--- src/rtl/countdown_timer_7seg.sv ---
// MM:SS countdown timer (00:00-99:59) on the 4-digit multiplexed 7-segment display, button-controlled.
// Latency: button pulse ~DEBOUNCE_CYCLES+3 after a clean press; digits update 1 cycle after pulse/tick; an/seg 1 cycle later.
// Backpressure: none; button pulses are gated (dropped) while mode=1, display scans freely.
module countdown_timer_7seg #(
  parameter int CLK_HZ          = 100_000_000,
  parameter int DEBOUNCE_CYCLES = 1_000_000,
  parameter int REFRESH_CYCLES  = 100_000
) (
  input  logic       clk,
  input  logic       reset,
  input  logic       btn_c,
  input  logic       btn_l,
  input  logic       btn_r,
  input  logic       btn_u,
  input  logic       mode,
  output logic [3:0] an,
  output logic [6:0] seg
);

  localparam int DBW = (DEBOUNCE_CYCLES > 1) ? $clog2(DEBOUNCE_CYCLES) : 1;
  localparam int PSW = (CLK_HZ > 1) ? $clog2(CLK_HZ) : 1;
  localparam int RFW = (REFRESH_CYCLES > 1) ? $clog2(REFRESH_CYCLES) : 1;

  // Button bit order throughout: {u, r, l, c}
  logic [3:0]     raw;
  logic [3:0]     sync1, sync2, stable, stable_q;
  logic [DBW-1:0] db_cnt [4];
  logic [3:0]     pulse;
  logic           pc, pl, pr, pu;

  logic [3:0]     mt, mo, st, so;
  logic           running;
  logic [PSW-1:0] pre;
  logic           tick, time_zero, time_one;

  logic [RFW-1:0] ref_cnt;
  logic [1:0]     scan_idx;
  logic [3:0]     cur_digit;

  assign raw = {btn_u, btn_r, btn_l, btn_c};

  // Synchronize each button, then accept a new level only after it differs from the accepted one for DEBOUNCE_CYCLES samples in a row
  always_ff @(posedge clk or posedge reset) begin
    if (reset) begin
      sync1    <= '0;
      sync2    <= '0;
      stable   <= '0;
      stable_q <= '0;
      for (int i = 0; i < 4; i++) db_cnt[i] <= '0;
    end else begin
      sync1    <= raw;
      sync2    <= sync1;
      stable_q <= stable;
      for (int i = 0; i < 4; i++) begin
        if (sync2[i] == stable[i]) begin
          db_cnt[i] <= '0;
        end else if (db_cnt[i] == DBW'(DEBOUNCE_CYCLES - 1)) begin
          stable[i] <= sync2[i];
          db_cnt[i] <= '0;
        end else begin
          db_cnt[i] <= db_cnt[i] + 1'b1;
        end
      end
    end
  end

  // Rising edges of the accepted levels; the buttons belong to other logic while mode is high
  assign pulse = stable & ~stable_q & {4{~mode}};
  assign pc    = pulse[0];
  assign pl    = pulse[1];
  assign pr    = pulse[2];
  assign pu    = pulse[3];

  assign tick      = running && (pre == PSW'(CLK_HZ - 1));
  assign time_zero = (mt == 4'd0) && (mo == 4'd0) && (st == 4'd0) && (so == 4'd0);
  assign time_one  = (mt == 4'd0) && (mo == 4'd0) && (st == 4'd0) && (so == 4'd1);

  // Time digits, running flag and 1-second prescaler; priority clear > minute adjust > start/stop > tick
  always_ff @(posedge clk or posedge reset) begin
    if (reset) begin
      mt <= 4'd0; mo <= 4'd0; st <= 4'd0; so <= 4'd0;
      running <= 1'b0;
      pre     <= '0;
    end else begin
      // Minute adjust leaves the prescaler running; a tick that collides with it is dropped
      if (running && !tick) pre <= pre + 1'b1;
      else                  pre <= '0;

      if (pu) begin
        mt <= 4'd0; mo <= 4'd0; st <= 4'd0; so <= 4'd0;
        running <= 1'b0;
        pre     <= '0;
      end else if (pl || pr) begin
        if (pr && !pl) begin
          if (mt == 4'd9 && mo == 4'd9) begin
            st <= 4'd5; so <= 4'd9;
          end else if (mo == 4'd9) begin
            mo <= 4'd0; mt <= mt + 4'd1;
          end else begin
            mo <= mo + 4'd1;
          end
        end else if (pl && !pr) begin
          if (mt == 4'd0 && mo == 4'd0) begin
            st <= 4'd0; so <= 4'd0;
          end else if (mo == 4'd0) begin
            mo <= 4'd9; mt <= mt - 4'd1;
          end else begin
            mo <= mo - 4'd1;
          end
        end
      end else if (pc) begin
        if (running) begin
          running <= 1'b0;
          pre     <= '0;
        end else if (!time_zero) begin
          running <= 1'b1;
          pre     <= '0;
        end
      end else if (tick) begin
        // Minutes may have been taken to 00:00 while running; just stop there
        if (time_zero || time_one) running <= 1'b0;
        if (!time_zero) begin
          if (so != 4'd0) so <= so - 4'd1;
          else begin
            so <= 4'd9;
            if (st != 4'd0) st <= st - 4'd1;
            else begin
              st <= 4'd5;
              if (mo != 4'd0) mo <= mo - 4'd1;
              else begin
                mo <= 4'd9;
                mt <= mt - 4'd1;
              end
            end
          end
        end
      end
    end
  end

  // Digit scan: hold each digit for REFRESH_CYCLES then move to the next
  always_ff @(posedge clk or posedge reset) begin
    if (reset) begin
      ref_cnt  <= '0;
      scan_idx <= 2'd0;
    end else if (ref_cnt == RFW'(REFRESH_CYCLES - 1)) begin
      ref_cnt  <= '0;
      scan_idx <= scan_idx + 2'd1;
    end else begin
      ref_cnt <= ref_cnt + 1'b1;
    end
  end

  // Select the digit under the current scan position
  always_comb begin
    cur_digit = so;
    case (scan_idx)
      2'd0: cur_digit = so;
      2'd1: cur_digit = st;
      2'd2: cur_digit = mo;
      2'd3: cur_digit = mt;
      default: cur_digit = so;
    endcase
  end

  function automatic logic [6:0] seg_of(input logic [3:0] d);
    case (d)
      4'd0: seg_of = 7'b1000000;
      4'd1: seg_of = 7'b1111001;
      4'd2: seg_of = 7'b0100100;
      4'd3: seg_of = 7'b0110000;
      4'd4: seg_of = 7'b0011001;
      4'd5: seg_of = 7'b0010010;
      4'd6: seg_of = 7'b0000010;
      4'd7: seg_of = 7'b1111000;
      4'd8: seg_of = 7'b0000000;
      4'd9: seg_of = 7'b0010000;
      default: seg_of = 7'b1111111;
    endcase
  endfunction

  // Registered anode/cathode drive so the pins never glitch between digits
  always_ff @(posedge clk or posedge reset) begin
    if (reset) begin
      an  <= 4'b1110;
      seg <= 7'b1000000;
    end else begin
      an  <= ~(4'b0001 << scan_idx);
      seg <= seg_of(cur_digit);
    end
  end

endmodule

--- config.mk ---
export PLATFORM = sky130hd
export DESIGN_NAME = countdown_timer_7seg
export DESIGN_NICKNAME = d
export VERILOG_FILES = /design/src/rtl/countdown_timer_7seg.sv
export SDC_FILE = /design/constraint.sdc
export NUM_CORES = 1
export LEC_CHECK = 0
export CAP_MARGIN = 30
export CELL_PAD_IN_SITES_DETAIL_PLACEMENT = 0
export CELL_PAD_IN_SITES_GLOBAL_PLACEMENT = 1
export CORE_ASPECT_RATIO = 1.1
export CORE_UTILIZATION = 42
export CTS_CLUSTER_SIZE = 40
export DETAILED_ROUTE_END_ITERATION = 6
export PLACE_DENSITY = 0.7
export SLEW_MARGIN = 20
export SYNTH_ARGS = -nofsm -noshare
export SYNTH_HDL_FRONTEND = slang
export SYNTH_SLANG_ARGS = --single-unit
--- constraint.sdc ---
create_clock -name clk -period 7.3 [get_ports clk]
set_input_delay 2.19 -clock clk [delete_from_list [all_inputs] [get_ports clk]]
set_output_delay 2.19 -clock clk [all_outputs]
set_load 0.01 [all_outputs]
==> results by group <==
STA
  • Tightest Pin Transition: 0.8677 ns
  • Max-slew headroom: 42.02%
  • Setup TNS: 0 ns
  • Final setup margin: around 2.9 ns
  • Final slew viol count: 0
  • Max Clock Skew: 0.009752 ns
  • Max Freq: around 230 MHz
  • Final Hold Viols: 0
  • Fin crit share: 60.76%
  • Number of setup violations in the final report: 0
  • Final Critical Period: 4.436 ns
  • RSZ-0062 raised after global routing: false

Yosys
  • Post-synthesis net count: 888
  • Simple-gate portion of the synthesized area: 24.07%
  • Post-synth top area cell: dfrtp_1
  • Yosys Warn Count: 0
  • Syn avg cell area: approximately 10 sq um
  • Largest family of logic cells by synthesized area: simple AND/OR/NAND/NOR gates
  • Mapped Area: 8508 sq um
  • Top-count cell post-synth: dfrtp_1
  • Top cells by area, synth: dfrtp_1 49%, nor2_1 6.7%, xor2_1 6.5%
  • Synth top area share: 48.82%
  • Synth async-reset ratio: 100.0%
  • Xor and xnor area share after synthesis: about an eighth
  • Fraction of the yosys area taken by sequential cells: approximately 50%
  • Netlist cell types: 66
  • Seq cells post-synth: 170
  • Mux cell area share after synthesis: 2.000%
  • Synth Instances: 853
  • Post-synth top cells: 166 x dfrtp_1, 151 x nor2_1, 63 x nand2_1, 63 x xor2_1, 55 x nand3_1
  • Dominant synthesized flop cell: dfrtp_1
  • Post-synth EDFFs: 0
  • Compound-Gate Fraction of Synth Area: around 5.3%
  • Synth Area in Adders: just over 4%

Floorplanning
  • Die height: 151.3 um
  • IO Count: 18
  • # rows: 54
  • Die ar.: 20830 sq um
  • Die span in x: 137.7 um
  • Initial core utilization: 42.83%
  • Core Footprint: 19860 sq um

Critical path
  • Critical Path AT: ~4.7 ns
  • Crit path kind: input port to flip-flop
  • Slowest cell on crit path: nor2b_1
  • Worst Path Max Fanout: 18
  • Crit. End Element: flip-flop
  • Biggest cell delay along the critical path: 0.66 ns
  • CP required: 7.60 ns
  • Worst-path cell chain: clkdlybuf4s50_1 > nor2_1 > nand2_1 > ha_1 > nor2b_1 > a31oi_1 > o31ai_1 > nand3_1 > mux2i_1
  • Type of origin of the critical path: input port

Detailed routing
  • DR iter-0 viols: 288
  • Drt pass-1 iters: 5
  • Vias per cell: 5.257
  • Avg WL per Cell: 14.02 um
  • Vias: 5982
  • Remaining DRCs: 0
  • Post-route antenna net violation count: 0
  • Total Routed Length: between 15000 and 20000 um

Power and ir drop
  • LEAKAGE: 4.162 nW
  • Total power: 1.951 mW
  • Pwr dens: 203.6 nW/um^2
  • Peak supply drop: between 0.15 and 0.2 mV

Global route
  • GR Util All Layers: 17.09%
  • Initial antenna violation count: 0
  • Vias in the first global route: roughly 6000
  • Global-route wire length before repair: 28180 um
  • Largest net degree at the start of global routing: 71
  • Grt total ovfl: 0

Min path
  • Worst hold path class: flip-flop to flip-flop

Clocking
  • CTS tree: done
  • Post_cts resized: 0
  • Hold-fix buffers at CTS: 0
  • H-tree depth: 4
  • Clock buffer depth: 2
  • Clock latency on the worst-skew pair: 0.43 ns
  • CTS Buf Count: 17
  • CTS Sinks: 170
  • CTS Root Buffer Type: clkbuf_16
  • Setup Buffers After CTS: 0
  • Worst-path clk slew: 0.06 ns

Finish
  • Fin cells: 1138
  • Ant. Diodes: 0
  • Layout area overhead: 12.66%
  • Fin util: 48.26%
  • Number of nets in the layout: 908
  • Ratio of cells with drive above 1 in the final layout: approximately 7.3%

Place
  • Hpwl dp: ~11000 um
  • Place WS: 2.466 ns
  • PortBufs: 17
  • Placed cell count: between 1000 and 1500
  • RePlAce Congestion: just under 0.8

Status
  • Status: completed

Run
  • Max Cap Viol: 0
[cells in the final DEF, fill, tap and decap left out, types with 4 or more instances in the layout]
cell type	netlist	routed
a21oi_1	17	17
a222oi_1	4	4
a31oi_1	4	4
and3_1	23	23
and4_1	7	7
clkbuf_16	0	17
clkdlybuf4s50_1	0	17
dfrtp_1	166	166
dfstp_2	4	4
ha_1	28	28
inv_1	32	31
mux2_2	4	4
mux2i_1	8	8
nand2_1	63	63
nand2b_1	7	7
nand3_1	55	55
nand3b_1	5	5
nand4_1	26	26
nor2_1	151	151
nor2b_1	7	7
nor3_1	19	19
nor4_1	7	7
nor4b_1	5	5
o21ai_0	8	8
o31ai_1	4	4
or2_2	4	4
or3_1	4	4
or4_1	5	5
xnor2_1	54	54
xor2_1	63	63
[worst max-delay path: cells and delay by family]
kind            cells  cell delay [ns]
simple gates        4             1.12
buf+inv             1             0.47
fa+ha+maj           1             0.41
compound gates      2             0.38
mux                 1             0.17
[cell families (layout without fill, tap and decap cells)]
logic type,after synthesis,in the layout
compound gates,62,62
mux,15,15
flops,170,170
xor+xnor,117,117
buf+inv,52,85
fa+ha+maj,28,28
simple gates,409,409
[area by class of cell]
cell class                      count  area [sq um]
Clock inverter                     12         162.7
Sequential cell                   170          4259
Multi-Input combinational cell    631          4040
Fill cell                        1867         10280
Clock buffer                       20         466.7
Inverter                           33         128.9
Tap cell                          252         315.3
Timing Repair Buffer               20         212.7
[per-stage QoR]
| stage | hold slack, ns | area (sq um) |
|---|---|---|
| after floorplan | 0.3312 | 8508 |
| after global placement | 0.3350 | 8929 |
| after detailed placement | 0.3379 | 8929 |
| after CTS | 0.3527 | 9558 |
| after global routing | 0.3584 | 9585 |
| final | 0.3488 | 9585 |
[state kept, by name, indices dropped and copies added, names as in the netlist]
| register | count |
|---|---|
| stable | 4 |
| running | 1 |
| pre | 27 |
| ref_cnt | 17 |
| seg | 7 |
| scan_idx | 2 |
| mt | 4 |
| stable_q | 4 |
| sync1 | 4 |
| st | 4 |
| sync2 | 4 |
| an | 4 |
| so | 4 |
| db_cnt | 80 |
| mo | 4 |
[worst paths after layout]
check	slack, ns	cells after the start	start	to
min	0.35	0	sync1[0]	sync2[0]
min reg2reg	0.35	0	sync1[0]	sync2[0]
max in group asynchronous	4.09	3	reset	ref_cnt[5]
max	2.86	9	mode	mt[0]
min in group asynchronous	2.13	2	reset	pre[5]
max reg2reg	4.67	8	mo[0]	mo[2]
[routing by layer]
layer | part of all wire (%) | GRT usage [%] | routed length [um] | vias up
met1 | 48 | 22.66 | 7711 | 2925
met5 | 0 | 0 | 0 | -
met3 | 2.3 | 3.280 | 365 | 28
met2 | 47 | 27.44 | 7574 | 64
met4 | 1.9 | 6.739 | 304 | 0
li1 | - | - | - | 2965
[power by group]
| part | leakage, nW | internal, mW | switching, mW | total, mW |
|---|---|---|---|---|
| clock network | 0.309 | 0.571 | 0.383 | 0.953 |
| logic | 1.58 | 0.0118 | 0.0306 | 0.0424 |
| registers | 2.28 | 0.950 | 0.00588 | 0.956 |
Note: power is estimated with default switching activity, not from simulation.
